$ cat src/rtl/instruction_encoder_if.sv
// Instruction-field stream into the encoder: one beat per accepted instruction.
// The producer drives the fields and in_valid; the encoder answers with in_ready.
interface instruction_encoder_if;
  logic        in_valid;
  logic        in_ready;
  logic [1:0]  fmt;
  logic [5:0]  opcode;
  logic [4:0]  rs;
  logic [4:0]  rt;
  logic [4:0]  rd;
  logic [4:0]  shamt;
  logic [5:0]  funct;
  logic [15:0] imm;
  logic [25:0] target;
  logic        last;

  modport master (
    output in_valid, fmt, opcode, rs, rt, rd, shamt, funct, imm, target, last,
    input  in_ready
  );

  modport slave (
    input  in_valid, fmt, opcode, rs, rt, rd, shamt, funct, imm, target, last,
    output in_ready
  );
endinterface

$ cat src/rtl/instruction_encoder.sv
// Packs R/I/J instruction fields into 32-bit MIPS words, buffers them in a FIFO and
// writes them to consecutive instruction-memory addresses. Optional macro: FMT_CHECK_EN.
module instruction_encoder #(
  parameter int DEPTH     = 4,
  parameter int ADDR_W    = 8,
  parameter int BASE_ADDR = 0
) (
  input  logic                  clk,
  input  logic                  rst,
  input  logic                  start_i,
  instruction_encoder_if.slave  in_if,
  output logic                  mem_we_o,
  output logic [ADDR_W-1:0]     mem_addr_o,
  output logic [31:0]           mem_wdata_o,
  input  logic                  mem_ready_i,
  output logic                  busy_o,
  output logic                  done_o,
  output logic [ADDR_W:0]       count_o,
  output logic                  err_o
);

  localparam int PTR_W = $clog2(DEPTH);
  localparam int LVL_W = PTR_W + 1;
  localparam logic [LVL_W-1:0]  LVL_FULL  = LVL_W'(DEPTH);
  localparam logic [ADDR_W:0]   COUNT_MAX = (ADDR_W + 1)'(1) << ADDR_W;
  localparam logic [ADDR_W-1:0] ADDR_BASE = ADDR_W'(BASE_ADDR);

  typedef enum logic [1:0] {
    ST_IDLE,
    ST_LOAD,
    ST_DRAIN,
    ST_DONE
  } state_t;

  function automatic logic [31:0] encode(
    input logic [1:0]  fmt,
    input logic [5:0]  opcode,
    input logic [4:0]  rs,
    input logic [4:0]  rt,
    input logic [4:0]  rd,
    input logic [4:0]  shamt,
    input logic [5:0]  funct,
    input logic [15:0] imm,
    input logic [25:0] target
  );
    case (fmt)
      2'b01:   return {opcode, rs, rt, imm};
      2'b10:   return {opcode, target};
      default: return {opcode, rs, rt, rd, shamt, funct};
    endcase
  endfunction

  state_t            state_q;
  logic              in_ready_q;
  logic              busy_q;
  logic              done_q;
  logic              err_q;
  logic [31:0]       fifo_q [DEPTH];
  logic [PTR_W-1:0]  wr_ptr_q;
  logic [PTR_W-1:0]  rd_ptr_q;
  logic [LVL_W-1:0]  level_q;
  logic [LVL_W-1:0]  level_d;
  logic [ADDR_W-1:0] mem_addr_q;
  logic [ADDR_W:0]   count_q;

  logic        fmt_bad;
  logic        accept;
  logic        push;
  logic        pop;
  logic        start_ok;
  logic [31:0] enc_word;

`ifdef FMT_CHECK_EN
  assign fmt_bad = (in_if.fmt == 2'b11);
`else
  assign fmt_bad = 1'b0;
`endif

  assign accept   = in_ready_q & in_if.in_valid;
  assign push     = accept & ~fmt_bad;
  assign pop      = (level_q != '0) & mem_ready_i;
  assign start_ok = start_i & (state_q == ST_IDLE);
  assign level_d  = level_q + LVL_W'(push) - LVL_W'(pop);
  assign enc_word = encode(in_if.fmt, in_if.opcode, in_if.rs, in_if.rt, in_if.rd,
                           in_if.shamt, in_if.funct, in_if.imm, in_if.target);

  // NOTE: storage has no reset; the level counter alone decides which entries are valid.
  always_ff @(posedge clk) begin
    if (push) fifo_q[wr_ptr_q] <= enc_word;
  end

  always_ff @(posedge clk or posedge rst) begin
    if (rst) begin
      wr_ptr_q   <= '0;
      rd_ptr_q   <= '0;
      level_q    <= '0;
      mem_addr_q <= ADDR_BASE;
      count_q    <= '0;
    end else begin
      if (push) wr_ptr_q <= wr_ptr_q + PTR_W'(1);
      if (pop)  rd_ptr_q <= rd_ptr_q + PTR_W'(1);
      level_q <= level_d;
      // A session only starts with an empty FIFO, so start and pop never collide.
      if (start_ok) begin
        mem_addr_q <= ADDR_BASE;
        count_q    <= '0;
      end else if (pop) begin
        mem_addr_q <= mem_addr_q + ADDR_W'(1);
        if (count_q != COUNT_MAX) count_q <= count_q + (ADDR_W + 1)'(1);
      end
    end
  end

  // NOTE: non-blocking assignments everywhere below, so every branch sees the old state.
  always_ff @(posedge clk or posedge rst) begin
    if (rst) begin
      state_q    <= ST_IDLE;
      in_ready_q <= 1'b0;
      busy_q     <= 1'b0;
      done_q     <= 1'b0;
      err_q      <= 1'b0;
    end else begin
      case (state_q)
        ST_IDLE: begin
          if (start_ok) begin
            state_q    <= ST_LOAD;
            busy_q     <= 1'b1;
            in_ready_q <= (level_d != LVL_FULL);
            err_q      <= 1'b0;
          end
        end
        ST_LOAD: begin
          if (accept && fmt_bad) err_q <= 1'b1;
          if (accept && in_if.last) begin
            state_q    <= ST_DRAIN;
            in_ready_q <= 1'b0;
          end else begin
            in_ready_q <= (level_d != LVL_FULL);
          end
        end
        ST_DRAIN: begin
          if (level_q == '0) begin
            state_q <= ST_DONE;
            busy_q  <= 1'b0;
            done_q  <= 1'b1;
          end
        end
        default: begin
          state_q <= ST_IDLE;
          done_q  <= 1'b0;
        end
      endcase
    end
  end

  assign in_if.in_ready = in_ready_q;
  assign mem_we_o       = (level_q != '0);
  assign mem_wdata_o    = (level_q != '0) ? fifo_q[rd_ptr_q] : 32'h0;
  assign mem_addr_o     = mem_addr_q;
  assign busy_o         = busy_q;
  assign done_o         = done_q;
  assign count_o        = count_q;
  assign err_o          = err_q;

endmodule

$ cat src/flat_wrapper.sv
// flat-port wrapper written by rule: the top's interface ports become plain ports
module instruction_encoder_flat 
#(
  parameter int DEPTH     = 4,
  parameter int ADDR_W    = 8,
  parameter int BASE_ADDR = 0
)
  (clk, rst, start_i, mem_we_o, mem_addr_o, mem_wdata_o, mem_ready_i, busy_o, done_o, count_o, err_o, in_if_in_valid, in_if_fmt, in_if_opcode, in_if_rs, in_if_rt, in_if_rd, in_if_shamt, in_if_funct, in_if_imm, in_if_target, in_if_last, in_if_in_ready);
  instruction_encoder_if in_if_i ();
  input  logic clk;
  input  logic rst;
  input  logic start_i;
  output logic mem_we_o;
  output logic [ADDR_W-1:0] mem_addr_o;
  output logic [31:0] mem_wdata_o;
  input  logic mem_ready_i;
  output logic busy_o;
  output logic done_o;
  output logic [ADDR_W:0] count_o;
  output logic err_o;
  input wire logic [$bits(in_if_i.in_valid)-1:0] in_if_in_valid;
  input wire logic [$bits(in_if_i.fmt)-1:0] in_if_fmt;
  input wire logic [$bits(in_if_i.opcode)-1:0] in_if_opcode;
  input wire logic [$bits(in_if_i.rs)-1:0] in_if_rs;
  input wire logic [$bits(in_if_i.rt)-1:0] in_if_rt;
  input wire logic [$bits(in_if_i.rd)-1:0] in_if_rd;
  input wire logic [$bits(in_if_i.shamt)-1:0] in_if_shamt;
  input wire logic [$bits(in_if_i.funct)-1:0] in_if_funct;
  input wire logic [$bits(in_if_i.imm)-1:0] in_if_imm;
  input wire logic [$bits(in_if_i.target)-1:0] in_if_target;
  input wire logic [$bits(in_if_i.last)-1:0] in_if_last;
  output wire logic [$bits(in_if_i.in_ready)-1:0] in_if_in_ready;
  assign in_if_i.in_valid = in_if_in_valid;
  assign in_if_i.fmt = in_if_fmt;
  assign in_if_i.opcode = in_if_opcode;
  assign in_if_i.rs = in_if_rs;
  assign in_if_i.rt = in_if_rt;
  assign in_if_i.rd = in_if_rd;
  assign in_if_i.shamt = in_if_shamt;
  assign in_if_i.funct = in_if_funct;
  assign in_if_i.imm = in_if_imm;
  assign in_if_i.target = in_if_target;
  assign in_if_i.last = in_if_last;
  assign in_if_in_ready = in_if_i.in_ready;
  instruction_encoder #(.DEPTH(DEPTH), .ADDR_W(ADDR_W), .BASE_ADDR(BASE_ADDR)) u_core (.clk(clk), .rst(rst), .start_i(start_i), .in_if(in_if_i), .mem_we_o(mem_we_o), .mem_addr_o(mem_addr_o), .mem_wdata_o(mem_wdata_o), .mem_ready_i(mem_ready_i), .busy_o(busy_o), .done_o(done_o), .count_o(count_o), .err_o(err_o));
endmodule
$ cat config.mk
export PLATFORM = sky130hd
export DESIGN_NAME = instruction_encoder_flat
export DESIGN_NICKNAME = d
export VERILOG_FILES = /design/src/rtl/instruction_encoder_if.sv /design/src/rtl/instruction_encoder.sv /design/src/flat_wrapper.sv
export SDC_FILE = /design/constraint.sdc
export NUM_CORES = 1
export LEC_CHECK = 0
export CORE_ASPECT_RATIO = 1.4
export CORE_UTILIZATION = 30
export DETAILED_ROUTE_END_ITERATION = 10
export DONT_BUFFER_PORTS = 1
export GPL_ROUTABILITY_DRIVEN = 1
export GPL_TIMING_DRIVEN = 0
export PLACE_DENSITY = 0.53
export SLEW_MARGIN = 20
export SYNTH_ARGS = -nofsm -noshare
export SYNTH_HDL_FRONTEND = slang
export SYNTH_SLANG_ARGS = --single-unit
$ cat constraint.sdc
create_clock -name clk -period 6.4 [get_ports clk]
set_input_delay 0.96 -clock clk [delete_from_list [all_inputs] [get_ports clk]]
set_output_delay 0.96 -clock clk [all_outputs]
set_load 0.02 [all_outputs]
==> results of run 1 <==
-- cells by family after synthesis --
family,synth area share
buf+inv,0.02703
other cells,0.0005436
fa+ha+maj,0.02830
flops,0.6624
compound gates,0.07891
mux,0.1134
simple gates,0.08054
xor+xnor,0.008888
-- per-stage QoR --
step	utilization	cell area, um2	hold WS, ns	total power [mW]	cells
3_3_place_gp	0.3229	7274	0.4955	2.729	745
5_1_grt	0.3511	7909	0.5355	3.915	781
2_1_floorplan	-	6898	0.4849	2.455	444
6_report	0.3511	7909	0.5093	3.679	781
3_5_place_dp	0.3267	7360	0.5404	2.791	749
4_1_cts	0.3511	7909	0.5150	3.759	781
-- path summary, 6_finish.rpt --
check | endpoint | slack (ns) | depth (start not counted)
worst max-delay path | mem_wdata_o[25] | 3.15 | 4
worst min-delay path | u_core.mem_addr_o[7] | 0.51 | 1
worst max register to register | u_core.in_if.in_ready | 3.51 | 9
worst min register to register | u_core.state_q[1] | 0.55 | 1
max in group asynchronous | u_core.count_o[6] | 5.45 | 1
min in group clk | u_core.state_q[1] | 0.55 | 1
-- routing by layer --
layer | track usage | up-vias | routed length [um]
met4 | 0.04791 | 0 | 265
met1 | 0.1516 | 1950 | 5842
met3 | 0.04331 | 19 | 1025
met2 | 0.2315 | 143 | 7635
li1 | - | 1755 | -
met5 | 0 | - | 0
-- state kept, by name, indices dropped and copies added (netlist names) --
register,count
u_core.busy_o,1
u_core.count_o,9
u_core.done_o,1
u_core.fifo_q,128
u_core.in_if.in_ready,1
u_core.level_q,3
u_core.mem_addr_o,8
u_core.rd_ptr_q,2
u_core.state_q,2
u_core.wr_ptr_q,2
-- power groups by stage --
stage | Combinational (mW) | Sequential [mW] | Clock (mW)
after floorplan | 0.987 | 1.47 | 0
after CTS | 1.30 | 1.48 | 0.986
after global placement | 1.24 | 1.49 | 0
after detailed placement | 1.29 | 1.50 | 0
final | 1.25 | 1.47 | 0.953
after global routing | 1.39 | 1.50 | 1.02
-- cell usage in the layout, fill, tap and decap left out, types with 2 or more instances in the layout --
master	count
or4_1	4
nand2_1	32
nand3_1	5
a21oi_1	9
buf_2	5
or3_1	4
inv_6	3
xnor2_1	6
o21ai_0	24
nor2_1	5
clkinv_4	2
inv_1	19
dfrtp_1	29
nor4_1	2
clkinv_1	3
o31ai_1	5
buf_12	4
nor2b_1	2
mux4_2	32
clkinvlp_4	2
clkbuf_1	21
mux2i_1	5
ha_1	14
and3_2	4
and2_1	32
nand2b_1	4
clkbuf_16	17
a22oi_1	16
a22o_1	10
inv_2	3
edfxtp_1	128
nand4_1	3
-- final cells by class --
type	count	share of cell area
multi-input combinational	240	0.2715
timing repair buffer	4	0.01012
inverter	22	0.01044
clock buffer	19	0.05474
buffer	25	0.01313
tap	301	0.04762
clock inverter	13	0.01471
sequential	157	0.5778
-- worst register-to-register path: stages (launching register included) --
cell and delay [ns]:
dfrtp_1 0.35, buf_2 0.17, o31ai_2 0.68, inv_2 0.17, ha_1 0.33, inv_1 0.04, ha_1 0.18, fa_1 0.45
a311oi_1 0.27, a221oi_1 0.12
==> impl_metrics.tcl, run 1 <==
set metrics [dict create \
    status "finished clean" \
    drtIter0Drc 163 \
    synthArstFlopShare 0.1847 \
    period_needed_ns 3.248 \
    cts_buffers 17 \
    post-cts-setup-buffer-count 0 \
    fillers 2177 \
    intPower_mw 2.347 \
    dp_hpwl_um 10220 \
    fin_setup_tns_ns 0 \
    cts_hold_buf 0 \
    yosysMostFrequentCell "edfxtp_1" \
    dr.pass1.iters 4 \
    cp_num_buf_inv 2 \
    core-area_um2 22530 \
    drtAntennaViolNets 0 \
    wl_per_cell_um 18.91 \
    skew_ns 0.008995 \
    synth_area_leader_cell "edfxtp_1" \
    critPathMaxFanout 10 \
    finalWorstSetupSlack_ns 3.152 \
    clkPwrFrac 0.259 \
    area_growth_pct 14.66 \
    cts.root.buffer_cell "clkbuf_16" \
    vias_per_cell 4.951 \
    synth_top_area_share 0.5572 \
    final_nets 564 \
    finalSetupViolCount 0 \
    synth_common_cells "edfxtp_1, and2_1, mux4_2, nand2_1, dfrtp_1" \
    peakVddDrop_mv 0.2127 \
    cp-start-kind "flip-flop" \
    period_share 0.5075 \
    cpPeakStageDelay_ns 0.61 \
    yosys_warnings 0 \
    antenna_found_initial 0 \
    max_freq_mhz 307.9 \
    die_area_um2 23610 \
    ys.flop_type "edfxtp_1" \
    p_sw_frac 0.3621 \
    sequentialPowerShare 0.401 \
    dp_worst_setup_slack_ns 3.488 \
    regArea_um2 4569 \
    drv_cap 0 \
    grt_usage 0.1337 \
    arrival_ns 2.29 \
    r2r_start "u_core.level_q[1]" \
    drive_gt1_frac 0.1688 \
    relSlewSlack 0.4783 \
    row_count 65 \
    start_util 0.3062 \
    ys_seq_area_frac 0.6624 \
    die_w_um 130.2 \
    worst_path_most_repeated_cell "clkbuf_1" \
    crit_start "u_core.rd_ptr_q[1]" \
    cts.sinks 157 \
    syn-cell-area_um2 6898 \
    first_global_vias 4218 \
    required_ns 5.44 \
    htreeDepth 4 \
    yosys-top-cells-area "edfxtp_1, dfrtp_1, mux4_2" \
    syn-num-nets 541 \
    crit_chain "clkbuf_1 > clkbuf_1 > mux4_2 > and2_1" \
    rsz0062_at_grt "no" \
    min_path_type "in2async" \
    grt_pass1_wl_um 23210 \
    antenna_cells 0 \
    grt_max_degree 30 \
    critPathCaptureType "output pin" \
    finalHoldViolCount 0 \
    ys_types 49 \
    synth.avg_cell_area_um2 15.54 \
    port_buffers 0 \
    cp_top_family "buffers and inverters" \
    overflow 0 \
    clockBufferDepth 2 \
    total_switching_power_mw 1.332 \
    synth_edf_count 128 \
    worst_slew_pin_slew_ns 0.7779 \
    p_leak_nw 2.714 \
    tritoncts "built" \
    multi_input_area_um2 2147 \
    ys_ff_latch 157 \
    routed_wl_um 14770 \
    powerDensity_nw_per_um2 465.2 \
    clock_latency_ns 0.42 \
    path_class "reg2out" \
    drc 0 \
    clkTransAtPathRegs_ns 0.07 \
    cts_resized 0 \
    combPwrFrac 0.340 \
    crit_slowest_cell "clkbuf_1" \
    netlist_instances 444 \
    drv_slew 0 \
    dieHeight_um 181.4 \
    io_pins 136 \
    vias 3867 \
    routabilityCongestion 0.7102 \
]
(Power assumes the default switching activity.)
==> inputs of run 2 (changes only) <==
- PLACE_DENSITY: 0.53 -> 0.54
- clock period: 6.4 -> 2.9 ns (I/O delays scaled with it)
==> impl_metrics.tcl, run 2 (synthesis gave the netlist of run 1 again) <==
set metrics [dict create \
    clkPwrFrac 0.267 \
    overflow 0 \
    routabilityCongestion 0.7277 \
    r2r_start "u_core.level_q[1]" \
    hold_depth 0 \
    finalWorstSetupSlack_ns 0.2010 \
    antenna_cells 0 \
    drtIter0Drc 137 \
    dr.pass1.iters 4 \
    dp_hpwl_um 10390 \
    drtAntennaViolNets 0 \
    final_nets 565 \
    drv_cap 0 \
    finalHoldViolCount 0 \
    htreeDepth 4 \
    total_power_mw 8.230 \
    grt_pass1_wl_um 23200 \
    placed_area_um2 7360 \
    dieHeight_um 181.4 \
    cts_buffers 17 \
    min_to "u_core.fifo_q[3][30]" \
    drv_slew 0 \
    critPathMaxFanout 10 \
    period_share 0.9307 \
    total_switching_power_mw 3.072 \
    antenna_found_initial 0 \
    drc 0 \
    die_w_um 130.2 \
    cts.root.buffer_cell "clkbuf_16" \
    intPower_mw 5.158 \
    required_ns 2.47 \
    finalSetupViolCount 0 \
    critPathCaptureType "output pin" \
    post-cts-setup-buffer-count 0 \
    skew_ns 0.01317 \
    reg2regPathDepth 9 \
    area_growth_pct 15.53 \
    peakVddDrop_mv 0.4500 \
    clock_latency_ns 0.42 \
    cts.sinks 157 \
    period_needed_ns 2.699 \
    crit_chain "clkbuf_1 > clkbuf_1 > mux4_2 > and2_1" \
    min_path_type "in2reg" \
    wl_per_cell_um 19.27 \
    worst_slew_pin_slew_ns 0.7327 \
    crit_start "u_core.rd_ptr_q[1]" \
    worst_path_most_repeated_cell "clkbuf_1" \
    start_util 0.3062 \
    routed_wl_um 15070 \
    sequentialPowerShare 0.395 \
    combPwrFrac 0.338 \
    p_leak_nw 2.749 \
    largest_reg_flops 128 \
    tritoncts "built" \
    p_sw_frac 0.3733 \
    crit_slowest_cell "clkbuf_1" \
    clkTransAtPathRegs_ns 0.07 \
    first_global_vias 4184 \
    powerDensity_nw_per_um2 1033 \
    port_buffers 0 \
    die_area_um2 23610 \
    vias_per_cell 4.978 \
    r2r_slack_ns 0.27 \
    min_from "in_if_opcode[4]" \
    drive_gt1_frac 0.1788 \
    regMostFlops "u_core.fifo_q" \
    dp_worst_setup_slack_ns -0.005199 \
    status "finished clean" \
    relSlewSlack 0.5038 \
    rr_endpoint "u_core.in_if.in_ready" \
    max_freq_mhz 370.5 \
    cp-start-kind "flip-flop" \
    path_class "reg2out" \
    mostFrequentLayoutCells "edfxtp_1, nand2_1, mux4_2, and2_1, dfrtp_1" \
    row_count 65 \
    core-area_um2 22530 \
    arrival_ns 2.26 \
    post-route-cell-area_um2 7969 \
    clockBufferDepth 2 \
    grt_usage 0.1354 \
    cpPeakStageDelay_ns 0.59 \
    grt_max_degree 30 \
    io_pins 136 \
    vias 3893 \
    layout_commonest_cell "edfxtp_1" \
    rsz0062_at_grt "no" \
]
-- run 2: cell types whose count changed in the layout (fill, tap and decap cells not counted), sizes merged --
cell / change
bufinv: -1
clkbuf: -2
inv: +5
dlygate4sd3: +1
clkinvlp: -2
-- run 2: final cells by class --
type                    instances  area, um2
plain buffers                  25      103.9
multi-input cells             240       2156
fillers                      2168      14560
repair buffers                  5      90.09
clock buffers                  17      425.4
inverters                      22      82.58
well taps                     301      376.6
flip-flops and latches        157       4569
clock inverters                15      165.2
-- run 2: metrics by stage --
stage / utilization / setup TNS [ns] / hold WS, ns / std cells
finish: 0.3537 / 0 / 0.1094 / 782
global route: 0.3537 / 0 / 0.08222 / 782
CTS: 0.3537 / 0 / 0.08705 / 782
detailed placement: 0.3267 / -0.005199 / 0.4451 / 749
global placement: 0.3229 / 0 / 0.4934 / 745
floorplan: - / 0 / 0.4849 / 444
-- run 2: worst max-delay path by stage --
stage / end / slack (ns)
6_report: mem_wdata_o[27] / 0.20
5_1_grt: mem_wdata_o[27] / 0.06
2_1_floorplan: u_core.in_if.in_ready / 0.39
3_5_place_dp: u_core.in_if.in_ready / -0.005
3_3_place_gp: u_core.in_if.in_ready / 0.02
4_1_cts: mem_wdata_o[29] / 0.13
-- run 2: what timing repair did --
item | 4_1_cts | 5_1_grt
hold buffers | 1 | 0
gates resized for setup | 1 | 0
endpoints found under the hold margin | 29 | 0
setup endpoints to repair | 1 | 0
-- run 2: per-layer routing --
metal,vias up,global-route usage,wire [um]
li1,1770,-,-
met1,1978,0.1489,5772
met2,131,0.2381,8024
met3,14,0.04420,1004
met4,0,0.05116,269
met5,-,0,0
-- run 2: power by group through the flow --
stage | logic [mW] | registers, mW | clock network (mW)
2_1_floorplan | 2.18 | 3.24 | 0
3_3_place_gp | 2.74 | 3.29 | 0
3_5_place_dp | 2.85 | 3.30 | 0
4_1_cts | 2.87 | 3.26 | 2.25
5_1_grt | 3.07 | 3.30 | 2.34
6_report | 2.78 | 3.25 | 2.19
-- run 2: worst max-delay path: cells and delay by family (launching register included) --
kind / cells / cell delay, ns
muxes: 1 / 0.43
and+or+nand+nor: 1 / 0.25
DFF: 1 / 0.33
buffers and inverters: 2 / 0.85
